File: src/rtl/rbcp_pkg.sv
// Shared definitions for the RBCP register responder: bus widths,
// FSM state encoding and the captured-operation encoding.
package rbcp_pkg;

  localparam int RBCP_ADDR_W = 32;
  localparam int RBCP_DATA_W = 8;

  // Captured operation: a combined WE+RE strobe is recorded as a write.
  localparam logic OP_READ  = 1'b0;
  localparam logic OP_WRITE = 1'b1;

  typedef enum logic [1:0] {
    IDLE   = 2'd0,
    DECODE = 2'd1,
    RESP   = 2'd2
  } rbcp_state_e;

endpackage

File: src/rtl/rbcp_addr_decode.sv
// Combinational window compare for the RBCP responder.
// The window is 2*REG_NUM bytes starting at BASE_ADDR (aligned to its size):
// lower half is the RW bank, upper half the read-only status window.
// Optional feature macro: RBCP_SLAVE_STS_EN (status half decoded only when defined).
module rbcp_addr_decode
  import rbcp_pkg::*;
#(
  parameter logic [31:0] BASE_ADDR = 32'h0000_0000,
  parameter int          REG_NUM   = 16,
  localparam int         IDX_W     = $clog2(REG_NUM)
) (
  input  logic [RBCP_ADDR_W-1:0] addr_i,
  output logic                   rw_hit_o,
  output logic                   sts_hit_o,
  output logic [IDX_W-1:0]       index_o
);

  logic win_match_s;

  // Full compare of all address bits above the window, then split on the half-select bit.
  always_comb begin
    win_match_s = (((addr_i ^ BASE_ADDR) >> (IDX_W + 1)) == 32'h0000_0000);
    index_o     = addr_i[IDX_W-1:0];
    rw_hit_o    = win_match_s & ~addr_i[IDX_W];
`ifdef RBCP_SLAVE_STS_EN
    sts_hit_o   = win_match_s & addr_i[IDX_W];
`else
    sts_hit_o   = 1'b0;
`endif
  end

endmodule

File: src/rtl/rbcp_reg_slave.sv
// Byte-wide SiTCP RBCP register responder (USRCLK domain).
// Fixed two-cycle strobe-to-ACK latency; misses and aborted accesses are
// left unacknowledged so the SiTCP core times them out.
// Optional feature macro: RBCP_SLAVE_STS_EN (read-only status window over STS_IN).
module rbcp_reg_slave
  import rbcp_pkg::*;
#(
  parameter logic [31:0]            BASE_ADDR = 32'h0000_0000,
  parameter int                     REG_NUM   = 16,
  parameter logic [8*REG_NUM-1:0]   REG_INIT  = {REG_NUM{8'h00}}
) (
  input  logic                      CLK,
  input  logic                      RSTn,
  input  logic                      RBCP_ACT,
  input  logic [RBCP_ADDR_W-1:0]    RBCP_ADDR,
  input  logic                      RBCP_WE,
  input  logic [RBCP_DATA_W-1:0]    RBCP_WD,
  input  logic                      RBCP_RE,
  output logic                      RBCP_ACK,
  output logic [RBCP_DATA_W-1:0]    RBCP_RD,
  output logic [8*REG_NUM-1:0]      REG_Q,
  output logic [REG_NUM-1:0]        WR_STB,
  input  logic [8*REG_NUM-1:0]      STS_IN,
  output logic                      PROTO_ERR
);

  localparam int IDX_W = $clog2(REG_NUM);

  rbcp_state_e                state_q, state_d;
  logic [RBCP_ADDR_W-1:0]     addr_q, addr_d;
  logic [RBCP_DATA_W-1:0]     wd_q, wd_d;
  logic                       op_q, op_d;
  logic [8*REG_NUM-1:0]       reg_q, reg_d;
  logic [REG_NUM-1:0]         wr_stb_q, wr_stb_d;
  logic [RBCP_DATA_W-1:0]     rd_q, rd_d;
  logic [RBCP_DATA_W-1:0]     rd_out_q, rd_out_d;
  logic                       ack_q, ack_d;
  logic                       perr_q, perr_d;

  logic                       rw_hit_s;
  logic                       sts_hit_s;
  logic [IDX_W-1:0]           index_s;
  logic [RBCP_DATA_W-1:0]     sts_byte_s;
  logic                       strobe_s;

  rbcp_addr_decode #(
    .BASE_ADDR (BASE_ADDR),
    .REG_NUM   (REG_NUM)
  ) u_decode (
    .addr_i    (addr_q),
    .rw_hit_o  (rw_hit_s),
    .sts_hit_o (sts_hit_s),
    .index_o   (index_s)
  );

`ifdef RBCP_SLAVE_STS_EN
  assign sts_byte_s = STS_IN[{index_s, 3'b000} +: 8];
`else
  // Status inputs are intentionally ignored when the status window is not built.
  logic unused_sts_s;
  assign unused_sts_s = ^STS_IN;
  assign sts_byte_s   = 8'h00;
`endif

  assign strobe_s = RBCP_WE | RBCP_RE;

  // Next-state, register-bank update and response generation.
  always_comb begin
    state_d  = state_q;
    addr_d   = addr_q;
    wd_d     = wd_q;
    op_d     = op_q;
    reg_d    = reg_q;
    wr_stb_d = '0;
    rd_d     = rd_q;
    rd_out_d = 8'h00;
    ack_d    = 1'b0;
    perr_d   = perr_q;
    case (state_q)
      IDLE: begin
        if (RBCP_ACT && strobe_s) begin
          addr_d  = RBCP_ADDR;
          wd_d    = RBCP_WD;
          op_d    = RBCP_WE ? OP_WRITE : OP_READ;
          state_d = DECODE;
          if (RBCP_WE && RBCP_RE) begin
            perr_d = 1'b1;
          end else begin
            perr_d = perr_q;
          end
        end else begin
          state_d = IDLE;
        end
      end
      DECODE: begin
        if (strobe_s) begin
          perr_d = 1'b1;
        end else begin
          perr_d = perr_q;
        end
        if (!RBCP_ACT) begin
          state_d = IDLE;
        end else if (rw_hit_s || sts_hit_s) begin
          state_d = RESP;
          if (op_q == OP_WRITE) begin
            rd_d = 8'h00;
            if (rw_hit_s) begin
              reg_d[{index_s, 3'b000} +: 8] = wd_q;
              wr_stb_d[index_s]             = 1'b1;
            end else begin
              reg_d = reg_q;
            end
          end else begin
            if (rw_hit_s) begin
              rd_d = reg_q[{index_s, 3'b000} +: 8];
            end else begin
              rd_d = sts_byte_s;
            end
          end
        end else begin
          state_d = IDLE;
        end
      end
      RESP: begin
        if (strobe_s) begin
          perr_d = 1'b1;
        end else begin
          perr_d = perr_q;
        end
        ack_d    = 1'b1;
        rd_out_d = rd_q;
        state_d  = IDLE;
      end
      default: begin
        state_d = IDLE;
      end
    endcase
  end

  // State and output registers; reset discards any transaction in flight.
  always_ff @(posedge CLK or negedge RSTn) begin
    if (!RSTn) begin
      state_q  <= IDLE;
      addr_q   <= 32'h0000_0000;
      wd_q     <= 8'h00;
      op_q     <= OP_READ;
      reg_q    <= REG_INIT;
      wr_stb_q <= '0;
      rd_q     <= 8'h00;
      rd_out_q <= 8'h00;
      ack_q    <= 1'b0;
      perr_q   <= 1'b0;
    end else begin
      state_q  <= state_d;
      addr_q   <= addr_d;
      wd_q     <= wd_d;
      op_q     <= op_d;
      reg_q    <= reg_d;
      wr_stb_q <= wr_stb_d;
      rd_q     <= rd_d;
      rd_out_q <= rd_out_d;
      ack_q    <= ack_d;
      perr_q   <= perr_d;
    end
  end

  assign RBCP_ACK  = ack_q;
  assign RBCP_RD   = rd_out_q;
  assign REG_Q     = reg_q;
  assign WR_STB    = wr_stb_q;
  assign PROTO_ERR = perr_q;

endmodule

File: config.mk
export PLATFORM = sky130hd
export DESIGN_NAME = rbcp_reg_slave
export DESIGN_NICKNAME = d
export VERILOG_FILES = /design/src/rtl/rbcp_pkg.sv /design/src/rtl/rbcp_addr_decode.sv /design/src/rtl/rbcp_reg_slave.sv
export SDC_FILE = /design/constraint.sdc
export NUM_CORES = 1
export LEC_CHECK = 0
export CORE_MARGIN = 10
export CORE_UTILIZATION = 40
export DETAILED_ROUTE_END_ITERATION = 10
export GPL_ROUTABILITY_DRIVEN = 0
export PLACE_DENSITY = 0.86
export SYNTH_ARGS = -nofsm -noshare
export SYNTH_HDL_FRONTEND = slang
export SYNTH_SLANG_ARGS = --single-unit
File: constraint.sdc
create_clock -name CLK -period 2.9 [get_ports CLK]
set_clock_uncertainty 0.05 [all_clocks]
set_input_delay 0.435 -clock CLK [delete_from_list [all_inputs] [get_ports CLK]]
set_output_delay 0.435 -clock CLK [all_outputs]
set_load 0.05 [all_outputs]
==> flow_summary.ini <==
[detailed_routing]
vias = 7428
avgViaCountPerCell = 5.56
drc_errors = 0
routed_wl_mm = 29.5
wl_met2_mm = 14.1
drtIter0Drc = 798
drt.antenna.violating_nets = 0
wl_per_cell_um = 22.1
met1_length_mm = 11.2
route.met3.wl_mm = 3.20
drt_pass1_iterations = 5
dr.max_layer_used = met4

[floorplan]
start_util_pct = 40.8
die_h_um = 172
dieArea_um2 = 29700
coreArea_um2 = 22700
die_w_um = 172
io_pins = 327
rows = 55

[setup_path]
critical_path_class = reg2reg
cp_slowest_cell = dfrtp_1
cp-start-kind = flop
arrival_ps = 3060
crit_chain = inv_1, ha_1, or2_2, o21ai_0, o21ai_0, buf_4, nand3b_1, o21ai_0
cpMostUsedCell = o21ai_0
cp_max_fo = 18
worstSetupEndpointType = flop
required_ps = 3240
slowest_delay_ps = 360

[global_route]
grt_max_degree = 77
grt_pass1_wl_mm = 44.6
grt_pass1_vias = 7479
grt-ovfl-total = 0
grt_antenna_before_repair = 0
grtUsageTotal_pct = 19.6

[clock_network]
clock-sinks = 205
clk_pin_slew_ps = 70
cts_tree = done
clock_latency_ps = 500
h-tree-depth = 1
numCtsBuffers = 22
clock_path_buffers = 3
cts_root_buf = clkbuf_16

[power]
cellPowerDensity_nw_per_um2 = 553
p_leak_nw = 5.83
irDropWorstVdd_v = 0.000381

[synth]
synthCells = 820
ys_ff_latch = 205
ys.warnings.count = 0
ys_types = 53
synthFlopType = dfrtp_1
avgSynthCellArea_um2 = 11.3
synth_async_sr_flop_share_pct = 100
synth_seq_area_share_pct = 55.3
synth_edf_count = 0
syn-num-nets = 1000
netlist_area_um2 = 9280

[place]
portBuffers = 198
dp_cells = 1295
hpwl_mm = 21.5

[timing]
rsz0062_at_grt = no
fin_setup_tns_ps = 0
period_needed_ps = 2710
relSlewSlack_pct = 48.6
finalMaxSlewViolations = 0
tightest_slew_ps = 770
timing.fmax_mhz = 368
timing_hold_violations_final = 0
period_share_pct = 93.6
setup_viol = 0

[final_layout]
nets = 1215
fill_cells = 1869
final_cell_mix = dfrtp_1 (204), clkdlybuf4s50_1 (197), nand2_1 (179), o21ai_0 (128), buf_4 (40)
layout-drive-gt1-share_pct = 14.8
antennaDiodeCount = 0
fin_cells = 1335
area_growth_pct = 35.0
layout_commonest_cell = dfrtp_1
fin_util_pct = 55.2

[flow_run]
maxCapViolations = 0

[run_status]
status = completed

[min_path]
min_path_type = in2reg
-- power breakdown --
part | switching, mW | internal, mW | leakage (nW)
clock | 1.13 | 1.79 | 0.365
sequential | 0.152 | 2.95 | 2.71
combinational | 0.553 | 0.349 | 2.75
-- worst max-delay path, delay by kind of cell, from the launching register on --
| family | cells | cell delay [ps] |
|---|---|---|
| AOI/OAI and AO/OA | 3 | 830 |
| adders and majority gates | 1 | 290 |
| buffers and inverters | 2 | 390 |
| DFF | 1 | 360 |
| and+or+nand+nor | 2 | 680 |
-- Yosys cell counts, drive strengths merged, types with 2 or more instances --
library cell,n,area (um2)
nand4b,2,47.6
nor2,18,67.6
or2,2,12.5
nand2b,10,62.6
a22oi,17,128
and3,8,50.1
buf,11,61.3
mux4,32,721
ha,7,87.6
inv,19,71.3
a22o,8,70.1
nor4,7,71.3
nor2b,7,43.8
or4,2,18.8
clkbuf,40,150
nor3,6,41.3
o21ai,133,666
and2,10,62.6
mux2i,15,150
nand3,2,15.0
nand4,7,73.8
nand2,179,672
mux2,50,623
nand3b,6,45.0
dfrtp,205,5130
-- routing by layer --
| layer | track usage [%] | vias up |
|---|---|---|
| li1 | - | 3312 |
| met1 | 24.2 | 3655 |
| met2 | 32.3 | 402 |
| met3 | 5.54 | 59 |
| met4 | 6.63 | 0 |
| met5 | 0 | - |
-- sequential cells by signal, indices dropped and copies added (netlist names), 2 cells and up --
name     cells
REG_Q      128
RBCP_RD      8
wd_q         8
addr_q      32
state_q      2
rd_q         8
WR_STB      16
-- per-stage QoR --
| stage | setup WS [ps] | area, um2 | hold slack [ps] | power [mW] |
|---|---|---|---|---|
| 2_1_floorplan | 49.4 | 9280 | 89.4 | 3.67 |
| 3_3_place_gp | -103 | 11800 | 403 | 4.02 |
| 3_5_place_dp | -142 | 11800 | 408 | 4.05 |
| 4_1_cts | 290 | 12500 | 394 | 6.98 |
| 5_1_grt | 17.2 | 12500 | 404 | 7.20 |
| 6_report | 186 | 12500 | 411 | 6.93 |
-- logic make-up after synthesis --
family / after synthesis / share of synthesized area, %
compound gates: 166 / 9.95
flops: 205 / 55.3
buf+inv: 71 / 3.09
simple gates: 273 / 14.5
mux: 97 / 16.1
xor+xnor: 1 / 0.0944
fa+ha+maj: 7 / 0.944
-- final timing paths --
path | cells past startpoint | endpoint | slack (ps) | startpoint
worst max-delay path | 8 | REG_Q[12]$_DFFE_PN0P_ | 190 | addr_q[1]$_DFFE_PN0P_
worst min-delay path | 3 | addr_q[24]$_DFFE_PN0P_ | 410 | RBCP_ADDR[24]
worst max register to register | 8 | REG_Q[12]$_DFFE_PN0P_ | 190 | addr_q[1]$_DFFE_PN0P_
worst min register to register | 2 | addr_q[30]$_DFFE_PN0P_ | 420 | addr_q[30]$_DFFE_PN0P_
max in group asynchronous | 3 | REG_Q[110]$_DFFE_PN0P_ | 1500 | RSTn
min in group asynchronous | 2 | REG_Q[101]$_DFFE_PN0P_ | 470 | RSTn
-- timing repair --
| action | in CTS | in global routing |
|---|---|---|
| setup buffers | 0 | 0 |
| endpoints found under the setup margin | 0 | 1 |
| gates resized for setup | 0 | 2 |
| hold buffers | 1 | 0 |
| hold endpoints to repair | 71 | 0 |
-- layout make-up --
type / count / area [um2] / area share, %
inverters: 20 / 75.1 / 0.599
flip-flops and latches: 205 / 5130 / 41.0
repair buffers: 242 / 2350 / 18.7
multi-input cells: 544 / 3860 / 30.8
clock buffers: 31 / 636 / 5.07
well taps: 285 / 357 / 2.85
clock inverters: 8 / 120 / 0.959
(Power assumes the default switching activity.)
